===== src/rtl/ieee_accumulator_if.sv =====
// Operand stream and result bundle for ieee_accumulator.
// master: upstream/source side; slave: accumulator side.
interface ieee_accumulator_if;
   logic        in_valid;
   logic        in_ready;
   logic [31:0] in_data;
   logic        in_last;
   logic        acc_valid;
   logic [31:0] acc_out;
   logic        busy;

   modport master (
      output in_valid, in_data, in_last,
      input  in_ready, acc_valid, acc_out, busy
   );

   modport slave (
      input  in_valid, in_data, in_last,
      output in_ready, acc_valid, acc_out, busy
   );
endinterface


===== src/rtl/ieee_accumulator.sv =====
// Multi-cycle IEEE-754 single-precision accumulator (acc += in_data).
// Ports: clk, rst (sync, active high); bus (slave): in_valid/in_ready/
// in_data/in_last operand stream, acc_valid/acc_out result, busy.
module ieee_accumulator (
   input  logic              clk,
   input  logic              rst,
   ieee_accumulator_if.slave bus
);
   typedef enum logic [2:0] {
      S_IDLE, S_ALIGN, S_ADD, S_NORM, S_ROUND
   } state_t;

   localparam logic [31:0] QNAN = 32'h7FC0_0000;

   state_t state_q, state_d;
   logic   in_ready, acc_valid, busy, hs;

   logic [31:0] acc_q, out_q, data_q;
   logic        last_q;

   // ALIGN results
   logic        sign_q, sign_d;
   logic [7:0]  exp_q, exp_d;
   logic [26:0] big_q, big_d;
   logic [26:0] sml_q, sml_d;
   logic        sub_q, sub_d;
   logic        spec_q, spec_d;
   logic [31:0] spv_q, spv_d;
   // ADD result
   logic [27:0] sum_q, sum_d;
   // NORM results
   logic signed [9:0] nexp_q, nexp_d;
   logic [26:0] norm_q, norm_d;
   logic        zero_q, zero_d;
   // ROUND result
   logic [31:0] res;

   // ---------------- FSM ----------------
   always_ff @(posedge clk) begin
      if (rst) state_q <= S_IDLE;
      else     state_q <= state_d;
   end

   always_comb begin
      state_d   = state_q;
      in_ready  = 1'b0;
      acc_valid = 1'b0;
      busy      = (state_q != S_IDLE);
      unique case (state_q)
         S_IDLE: begin
            in_ready = !rst;
            if (bus.in_valid && !rst) state_d = S_ALIGN;
         end
         S_ALIGN: state_d = S_ADD;
         S_ADD:   state_d = S_NORM;
         S_NORM:  state_d = S_ROUND;
         S_ROUND: begin
            acc_valid = last_q && !rst;
            state_d   = S_IDLE;
         end
         default: state_d = S_IDLE;
      endcase
   end

   assign hs            = bus.in_valid && in_ready;
   assign bus.in_ready  = in_ready;
   assign bus.acc_valid = acc_valid;
   assign bus.busy      = busy;
   assign bus.acc_out   = acc_valid ? res : out_q;

   // ---------------- ALIGN ----------------
   logic        a_s, b_s, a_nan, b_nan, a_inf, b_inf, swap;
   logic [7:0]  a_e, b_e, s_e, ediff;
   logic [22:0] a_f, b_f;
   logic [23:0] a_m, b_m, s_m;
   logic [26:0] s_ext, s_sh, s_lost;

   always_comb begin
      {a_s, a_e, a_f} = acc_q;
      {b_s, b_e, b_f} = data_q;
      a_nan = (a_e == 8'hFF) && (a_f != '0);
      b_nan = (b_e == 8'hFF) && (b_f != '0);
      a_inf = (a_e == 8'hFF) && (a_f == '0);
      b_inf = (b_e == 8'hFF) && (b_f == '0);
      // denormals flush to zero
      a_m = (a_e == '0) ? '0 : {1'b1, a_f};
      b_m = (b_e == '0) ? '0 : {1'b1, b_f};
      swap = {b_e, b_m} > {a_e, a_m};

      sign_d = swap ? b_s : a_s;
      exp_d  = swap ? b_e : a_e;
      big_d  = {(swap ? b_m : a_m), 3'b000};
      s_e    = swap ? a_e : b_e;
      s_m    = swap ? a_m : b_m;
      sub_d  = a_s ^ b_s;
      ediff  = exp_d - s_e;

      s_ext  = {s_m, 3'b000};
      s_sh   = '0;
      s_lost = '0;
      if (ediff >= 8'd27) begin
         sml_d = {26'b0, |s_m};
      end else begin
         s_sh   = s_ext >> ediff;
         s_lost = s_ext & ~(27'h7FF_FFFF << ediff);
         sml_d  = {s_sh[26:1], s_sh[0] | (|s_lost)};
      end

      spec_d = 1'b0;
      spv_d  = QNAN;
      if (a_nan || b_nan || (a_inf && b_inf && sub_d)) begin
         spec_d = 1'b1;
         spv_d  = QNAN;
      end else if (a_inf) begin
         spec_d = 1'b1;
         spv_d  = acc_q;
      end else if (b_inf) begin
         spec_d = 1'b1;
         spv_d  = data_q;
      end
   end

   // ---------------- ADD ----------------
   // big_q >= sml_q by construction, so subtraction never wraps.
   always_comb begin
      if (sub_q) sum_d = {1'b0, big_q} - {1'b0, sml_q};
      else       sum_d = {1'b0, big_q} + {1'b0, sml_q};
   end

   // ---------------- NORM ----------------
   logic [4:0] lz;

   always_comb begin
      lz = 5'd27;
      for (int i = 0; i <= 26; i++) begin
         if (sum_q[i]) lz = 5'(26 - i);
      end
      zero_d = (sum_q == '0);
      if (sum_q[27]) begin
         norm_d = {sum_q[27:2], sum_q[1] | sum_q[0]};
         nexp_d = $signed({2'b00, exp_q}) + 10'sd1;
      end else begin
         norm_d = sum_q[26:0] << lz;
         nexp_d = $signed({2'b00, exp_q}) - $signed({5'b0, lz});
      end
   end

   // ---------------- ROUND ----------------
   logic              up;
   logic [24:0]       m25;
   logic signed [9:0] rexp;
   logic [22:0]       rman;

   always_comb begin
      // G = bit 2, R|S = bits 1:0, LSB = bit 3
      up   = norm_q[2] & (norm_q[1] | norm_q[0] | norm_q[3]);
      m25  = {1'b0, norm_q[26:3]} + {24'b0, up};
      rexp = m25[24] ? nexp_q + 10'sd1 : nexp_q;
      rman = m25[24] ? m25[23:1] : m25[22:0];
      if (spec_q)
         res = spv_q;
      else if (zero_q)
         res = sub_q ? 32'h0 : {sign_q, 31'h0};
      else if (rexp <= 10'sd0)
         res = {sign_q, 31'h0};
      else if (rexp >= 10'sd255)
         res = {sign_q, 8'hFF, 23'h0};
      else
         res = {sign_q, rexp[7:0], rman};
   end

   // ---------------- datapath registers ----------------
   always_ff @(posedge clk) begin
      if (rst) begin
         acc_q  <= '0;
         out_q  <= '0;
         data_q <= '0;
         last_q <= 1'b0;
         sign_q <= 1'b0;
         exp_q  <= '0;
         big_q  <= '0;
         sml_q  <= '0;
         sub_q  <= 1'b0;
         spec_q <= 1'b0;
         spv_q  <= '0;
         sum_q  <= '0;
         nexp_q <= '0;
         norm_q <= '0;
         zero_q <= 1'b0;
      end else begin
         if (hs) begin
            data_q <= bus.in_data;
            last_q <= bus.in_last;
         end
         if (state_q == S_ALIGN) begin
            sign_q <= sign_d;
            exp_q  <= exp_d;
            big_q  <= big_d;
            sml_q  <= sml_d;
            sub_q  <= sub_d;
            spec_q <= spec_d;
            spv_q  <= spv_d;
         end
         if (state_q == S_ADD) sum_q <= sum_d;
         if (state_q == S_NORM) begin
            nexp_q <= nexp_d;
            norm_q <= norm_d;
            zero_q <= zero_d;
         end
         if (state_q == S_ROUND) begin
            acc_q <= last_q ? 32'h0 : res;
            if (last_q) out_q <= res;
         end
      end
   end
endmodule


===== src/flat_wrapper.sv =====
// flat-port wrapper written by rule: the top's interface ports become plain ports
module ieee_accumulator_flat 
  (clk, rst, bus_in_valid, bus_in_data, bus_in_last, bus_in_ready, bus_acc_valid, bus_acc_out, bus_busy);
  ieee_accumulator_if bus_i ();
  input  logic clk;
  input  logic rst;
  input wire logic [$bits(bus_i.in_valid)-1:0] bus_in_valid;
  input wire logic [$bits(bus_i.in_data)-1:0] bus_in_data;
  input wire logic [$bits(bus_i.in_last)-1:0] bus_in_last;
  output wire logic [$bits(bus_i.in_ready)-1:0] bus_in_ready;
  output wire logic [$bits(bus_i.acc_valid)-1:0] bus_acc_valid;
  output wire logic [$bits(bus_i.acc_out)-1:0] bus_acc_out;
  output wire logic [$bits(bus_i.busy)-1:0] bus_busy;
  assign bus_i.in_valid = bus_in_valid;
  assign bus_i.in_data = bus_in_data;
  assign bus_i.in_last = bus_in_last;
  assign bus_in_ready = bus_i.in_ready;
  assign bus_acc_valid = bus_i.acc_valid;
  assign bus_acc_out = bus_i.acc_out;
  assign bus_busy = bus_i.busy;
  ieee_accumulator u_core (.clk(clk), .rst(rst), .bus(bus_i));
endmodule

===== config.mk =====
export PLATFORM = sky130hd
export DESIGN_NAME = ieee_accumulator_flat
export DESIGN_NICKNAME = d
export VERILOG_FILES = /design/src/rtl/ieee_accumulator_if.sv /design/src/rtl/ieee_accumulator.sv /design/src/flat_wrapper.sv
export SDC_FILE = /design/constraint.sdc
export NUM_CORES = 1
export LEC_CHECK = 0
export ABC_CLOCK_PERIOD_IN_PS = 6300
export CORE_MARGIN = 1.5
export CORE_UTILIZATION = 56
export CTS_CLUSTER_DIAMETER = 80
export DETAILED_ROUTE_END_ITERATION = 16
export PLACE_DENSITY = 0.87
export SYNTH_ARGS = -nofsm -noshare
export SYNTH_HDL_FRONTEND = slang
export SYNTH_SLANG_ARGS = --single-unit

===== constraint.sdc =====
create_clock -name clk -period 6.3 [get_ports clk]
set_input_delay 1.26 -clock clk [delete_from_list [all_inputs] [get_ports clk]]
set_output_delay 1.26 -clock clk [all_outputs]
set_load 0.01 [all_outputs]

# After elaboration in Yosys (flattened, before gate mapping)
# Cells that the tools add are included.
[word_totals]
regBits = 260
latch_bits = 0
mem_bits_rw = 0
romBits = 0
output_inout_bits = 35
wordCells = 126
mem_count = 0
[op_classes]
addsub = 7
multipliers = 0
n_div = 0
order_cmp = 4
n_eq_ne = 7
shift = 3
muxes = 57
n_bitwise = 8
n_reduce_logical = 24
[op_table]
columns = ["op", "count"]
rows = [
  ["$mux W32", 8],
  ["$mux W24", 4],
  ["$mux W5", 16],
  ["$mux W31", 2],
  ["$mux W27", 2],
  ["$logic_not A23 Y1", 2],
  ["$reduce_bool A23 Y1", 2],
  ["$gt A32 B32 Y1", 1],
  ["$mux W4", 8],
  ["$add A27 B27 Y28", 1],
  ["$logic_not A28 Y1", 1],
  ["$mux W28", 1],
  ["$sub A27 B27 Y28", 1],
  ["$and A27 B27 Y27", 1],
  ["$not A27 Y27", 1],
  ["$reduce_or A27 Y1", 1],
  ["$shl A27 B5 Y27", 1],
  ["$shl A27 B8 Y27 const A", 1],
  ["$shr A27 B8 Y27", 1],
  ["$add A24 B1 Y25", 1],
  ["$reduce_or A24 Y1", 1],
  ["$mux W23", 1],
  ["$mux W10", 2],
  ["$eq A8 B8 Y1 const B", 2],
  ["other kinds (26)", 48],
]

# Depth between registers and ports, before layout
[logic_depth]
ltp_word = 29
mapped_depth = 31
depth_no_buf = 23

# Worst setup path after synthesis
# No wires, ideal clock.
[synth_timing]
path_kind = "register -> register"
from = "register u_core.data_q[28]"
to = "register u_core.sml_q[0]"
setup_ns = 0.139
arrival_time_ns = 5.839
required_ns = 6.161
path_slack_ns = 0.321
stages_incl_launch_ff = 27
n_path_buf = 8
period_less_slack_ns = 5.979
cell_sequence = "dfxtp_1 -> clkbuf_1 -> nor4_1 -> nand2_1 -> clkbuf_1 -> clkbuf_1 -> ha_1 -> a2111oi_4 -> a2111oi_2 -> o21ai_1 -> nand3_2 -> o211ai_4 -> buf_2 -> clkbuf_1 -> buf_1 -> clkbuf_1 -> a21oi_1 -> ha_1 -> inv_1 -> o221a_2 -> xor2_1 -> buf_2 -> a21oi_1 -> a2111oi_0 -> o2111ai_1 -> nor4b_1 -> a221oi_1"
[synth_between]
elab_chain_len = 11
elab_cells_between_ends = 16
classes_between = "add/sub (1); order compare (2); shift (2); mux (5); bitwise (3); reduce/logical (3)"
[synth_lines]
columns = ["element", "line", "rtl"]
rows = [
  ["start: declaration", "ieee_accumulator.sv:18", "logic [31:0] acc_q, out_q, data_q;"],
  ["start signal: assignment", "ieee_accumulator.sv:192", "data_q <= bus.in_data;"],
  ["$logic_not A8 Y1", "ieee_accumulator.sv:87", "b_m = (b_e == '0) ? '0 : {1'b1, b_f};"],
  ["$mux W24", "ieee_accumulator.sv:87", ""],
  ["$gt A32 B32 Y1", "ieee_accumulator.sv:88", "swap = {b_e, b_m} > {a_e, a_m};"],
  ["$mux W8, on equally long branches", "ieee_accumulator.sv:91, ieee_accumulator.sv:93", ""],
  ["$sub A8 B8 Y8", "ieee_accumulator.sv:96", "ediff = exp_d - s_e;"],
  ["$shl A27 B8 Y27", "ieee_accumulator.sv:105", "s_lost = s_ext & ~(27'h7FF_FFFF << ediff);"],
  ["$not A27 Y27", "ieee_accumulator.sv:105", ""],
  ["$and A27 B27 Y27", "ieee_accumulator.sv:105", ""],
  ["$reduce_or A27 Y1", "ieee_accumulator.sv:106", "sml_d = {s_sh[26:1], s_sh[0] | (|s_lost)};"],
  ["$or A1 B1 Y1", "ieee_accumulator.sv:106", ""],
  ["$mux W27 *", "ieee_accumulator.sv:101", "if (ediff >= 8'd27) begin"],
  ["end signal: assignment", "ieee_accumulator.sv:199", "sml_q <= sml_d;"],
  ["end: declaration", "ieee_accumulator.sv:25", "logic [26:0] sml_q, sml_d;"],
]
# Mark *: on every way between the ends. The rest lies on a longest branch, timed or not.
# A chain may end at the register's enable or synchronous reset.

# Worst setup path in the final report
[layout_timing]
from = "register u_core.norm_q[2]"
to = "output port bus_acc_out[24]"
[layout_between]
elab_chain_len = 9
elab_cells_between_ends = 10
classes_between = "add/sub (1); order compare (2); mux (6); bitwise (1)"
[layout_lines]
columns = ["element", "line", "rtl"]
rows = [
  ["start: declaration", "ieee_accumulator.sv:33", "logic [26:0] norm_q, norm_d;"],
  ["start signal: assignment", "ieee_accumulator.sv:207", "norm_q <= norm_d;"],
  ["$and A1 B1 Y1 *", "ieee_accumulator.sv:156", "up = norm_q[2] & (norm_q[1] | norm_q[0] | norm_q[3]);"],
  ["$add A24 B1 Y25 *", "ieee_accumulator.sv:157", "m25 = {1'b0, norm_q[26:3]} + {24'b0, up};"],
  ["$mux W10 *", "ieee_accumulator.sv:158", "rexp = m25[24] ? nexp_q + 10'sd1 : nexp_q;"],
  ["$ge A10 B9 Y1", "ieee_accumulator.sv:166", "else if (rexp >= 10'sd255)"],
  ["$mux W31", "ieee_accumulator.sv:166", ""],
  ["$mux W31 *", "ieee_accumulator.sv:164", "else if (rexp <= 10'sd0)"],
  ["$mux W32 *", "ieee_accumulator.sv:162", "else if (zero_q)"],
  ["$mux W32 *", "ieee_accumulator.sv:160", "if (spec_q)"],
  ["$mux W32 *", "ieee_accumulator.sv:69", "assign bus.acc_out = acc_valid ? res : out_q;"],
  ["end: declaration", "flat_wrapper.sv:12", "output wire logic [$bits(bus_i.acc_out)-1:0] bus_acc_out;"],
]
# Marked as above.

==> impl_metrics.tcl <==
set metrics [dict create \
    status "finished, final reports clean" \
    grt_max_degree 63 \
    wl_per_cell_um 20.1 \
    fillers 2649 \
    worst-path-max-fanout 9 \
    clk_latency_ns 0.59 \
    synthCells 2417 \
    drive_above_1_share_pct 6.64 \
    synth-seq-cells 260 \
    fin_crit_ns 5.97 \
    cts_tree "built" \
    rsz0062_at_grt "no" \
    fmax_mhz 168 \
    synth_top_flop_cell "dfxtp_1" \
    pre_cts_ws_ns 0.719 \
    ios 71 \
    hpwl_um 42500 \
    areaGrowthSynthToFinish_pct 11.4 \
    drtIter0Drc 2128 \
    cp-start-kind "flop" \
    powerDensity_nw_per_um2 313 \
    drtPass1Iterations 6 \
    core_area_um2 31600 \
    synth_cell_types 88 \
    maxSlewViolCount 0 \
    reg2reg_from "u_core.acc_q[23]" \
    diodes 0 \
    vias 18300 \
    drt_wl_total_um 56900 \
    worstPathCellList "and2_1, ha_1, and4_2, nand3_1, nor3_4, and4_2, xnor2_1, or4_1, a211oi_2, o21ai_2, a21oi_1, a21oi_1, nor2_1, a21o_1, clkdlybuf4s50_1" \
    p_total_mw 6.29 \
    synth_edf_count 0 \
    viasPerCell 6.48 \
    clk_pin_slew_ns 0.06 \
    crit_path_start "u_core.norm_q[2]" \
    required_ns 5.04 \
    fin_area_um2 20100 \
    cellLeakagePower_nw 8.70 \
    multi_input_area_um2 11800 \
    htree_num_levels 1 \
    setup_tns_ns 0 \
    dieHeight_um 182 \
    cp_data_arrival_time_ns 4.71 \
    slowest_delay_ns 0.55 \
    rows 65 \
    grt_overflow_total 0 \
    die_w_um 182 \
    die-area_um2 33300 \
    maxCapViolations 0 \
    cp_slowest_cell "clkdlybuf4s50_1" \
    clock_skew_ns 0.0302 \
    clockBufferDepth 3 \
    r2r_setup_slack_ns 0.81 \
    regToRegEndpoint "u_core.sml_q[0]" \
    period_share_pct 94.7 \
    routabilityCongestion 1.04 \
    final_nets 2530 \
    post_dp_cell_area_um2 19000 \
    drc_errors 0 \
    whs_ns 0.451 \
    worstRegToRegCells 19 \
    grt_usage_pct 33.3 \
    grt_pass1_wl_um 89900 \
    hold_class "flop to flop" \
    crit_type "flop to primary output" \
    cts_sinks 260 \
    relSlewSlack_pct 28.1 \
    cts_made_buffers 29 \
    cts_root_buf "clkbuf_16" \
    io_buffers 70 \
    synth_nets 2545 \
    setup_viol 0 \
    postRouteAntennaNets 0 \
    synth_area_per_cell_um2 7.46 \
    synthArstFlopShare_pct 0 \
    worstMarginPinSlew_ns 1.07 \
    cp-endpoint "bus_acc_out[24]" \
    grt_antenna_before_repair 0 \
    synth_area_um2 18000 \
    hold_viol 0 \
    irDropWorstVdd_mv 0.264 \
    start_util_pct 57.0 \
    layout_setup_ws_ns 0.333 \
    grt_pass1_vias 16700 \
    regArea_um2 5200 \
    synth-seq-area-share_pct 28.9 \
    critPathCaptureType "primary output" \
    ys_warn_count 0 \
]
## flip-flops by register name, indices dropped and copies added, names as in the netlist
register        cells
u_core.spec_q       1
u_core.zero_q       1
u_core.state_q      3
u_core.nexp_q      10
u_core.data_q      32
u_core.sign_q       1
u_core.exp_q        8
u_core.norm_q      27
u_core.sml_q       27
u_core.sum_q       28
u_core.spv_q       32
u_core.big_q       24
u_core.last_q       1
u_core.out_q       32
u_core.sub_q        1
u_core.acc_q       32
## kinds of logic (layout without fill, tap and decap cells)
logic type | count (synthesis) | after routing | share of synthesized area, %
AOI/OAI and AO/OA | 648 | 648 | 23.6
xor gates and xnor gates | 68 | 68 | 3.30
buffers and inverters | 281 | 289 | 6.03
muxes | 142 | 142 | 8.48
and+or+nand+nor | 926 | 926 | 23.3
adders and majority gates | 92 | 92 | 6.46
DFF | 260 | 260 | 28.9
## synthesized netlist by cell type (5+ instances only)
| cell | n | area [µm²] |
|---|---|---|
| and2_1 | 13 | 81.3 |
| a21oi_1 | 206 | 1030 |
| nor2b_1 | 12 | 75.1 |
| a31oi_1 | 18 | 113 |
| nand4_1 | 36 | 225 |
| o21ai_0 | 103 | 515 |
| a211oi_1 | 55 | 413 |
| buf_2 | 17 | 85.1 |
| clkbuf_1 | 127 | 477 |
| a32oi_1 | 6 | 52.6 |
| and4_1 | 9 | 78.8 |
| nor4_1 | 30 | 188 |
| xor2_1 | 27 | 236 |
| o211ai_1 | 17 | 128 |
| dfxtp_1 | 260 | 5200 |
| mux4_2 | 7 | 158 |
| nand2_1 | 323 | 1210 |
| o21bai_1 | 7 | 52.6 |
| a22oi_1 | 13 | 97.6 |
| and3_1 | 35 | 219 |
| mux2i_1 | 118 | 1180 |
| buf_1 | 19 | 71.3 |
| a21o_1 | 83 | 623 |
| nand2b_1 | 19 | 119 |
| nand3_1 | 71 | 355 |
| inv_1 | 112 | 420 |
| a221oi_1 | 12 | 105 |
| o22ai_1 | 11 | 68.8 |
| xnor2_1 | 41 | 359 |
| mux2_2 | 16 | 180 |
| nor2_1 | 287 | 1080 |
| or3_1 | 11 | 68.8 |
| ha_1 | 90 | 1130 |
| nor3b_1 | 6 | 45.0 |
| a311oi_1 | 19 | 166 |
| o21a_1 | 5 | 37.5 |
| nor3_1 | 52 | 260 |
| a22o_1 | 5 | 43.8 |
| a21boi_0 | 6 | 45.0 |
| o31ai_1 | 25 | 188 |
## power breakdown
part           internal [mW]  leakage (nW)  switching [mW]
combinational          0.960          6.08            1.62
clock                   1.11         0.510           0.739
sequential              1.73          2.11           0.125
## worst max-delay path, delay by kind of cell, from the launching register on
kind	cells	cell delay, ns
AND/OR/NAND/NOR	7	1.91
AO/OA/AOI/OAI	5	0.99
buffers and inverters	1	0.55
XOR/XNOR	1	0.10
flip-flops	1	0.38
adder cells (fa/ha/maj)	1	0.19
## metal layers
layer	track usage [%]	vias up	share of wire, %
li1	-	8572	-
met1	46.7	8586	43
met2	52.0	984	44
met3	4.11	166	9.2
met4	13.6	0	4.3
met5	0	-	0
## layout by cell type (no fill, tap or decap), types with 16 or more instances in the layout
cell               n
o21ai_0          103
o211ai_1          17
nand4_1           36
inv_1            112
mux2i_1          118
and3_1            35
xnor2_1           39
nor2_1           287
clkbuf_16         29
dfxtp_1          260
o31ai_1           25
nand2_1          323
a21o_1            83
nor3_1            52
a31oi_1           18
nor4_1            30
xor2_1            25
a21oi_1          205
nand3_1           70
a211oi_1          55
clkdlybuf4s50_1   69
mux2_2            16
nand2b_1          19
a311oi_1          19
ha_1              90
buf_4             50
## how the worst min path moves through the flow
| stage | start | endpoint | slack (ns) | cells past startpoint |
|---|---|---|---|---|
| after global routing | u_core.out_q[14] | u_core.out_q[14] | 0.48 | 1 |
| final | u_core.out_q[19] | u_core.out_q[19] | 0.45 | 1 |
| after CTS | u_core.out_q[0] | u_core.out_q[0] | 0.46 | 1 |
| after global placement | u_core.out_q[27] | u_core.out_q[27] | 0.43 | 1 |
| after floorplan | u_core.out_q[0] | u_core.out_q[0] | 0.43 | 1 |
| after detailed placement | u_core.out_q[19] | u_core.out_q[19] | 0.44 | 1 |
## layout make-up
type	count	share of cell area [%]
timing repair buffer	120	5.41
inverter	115	2.15
multi-input combinational	1876	58.8
clock buffer	38	3.98
tap	402	2.50
clock inverter	16	1.24
sequential	260	25.9
## stage by stage
stage	util [%]	cells
2_1_floorplan	-	2417
3_3_place_gp	60.0	2767
3_5_place_dp	60.0	2767
4_1_cts	63.3	2821
5_1_grt	63.5	2827
6_report	63.5	2827
## what timing repair did
action / CTS / global route
buffers inserted: 0 / 6
gates resized for setup: 0 / 4
setup endpoints to repair: 0 / 15
hold buffers: 0 / 0
No activity file was read; power rests on OpenSTA's default activity.
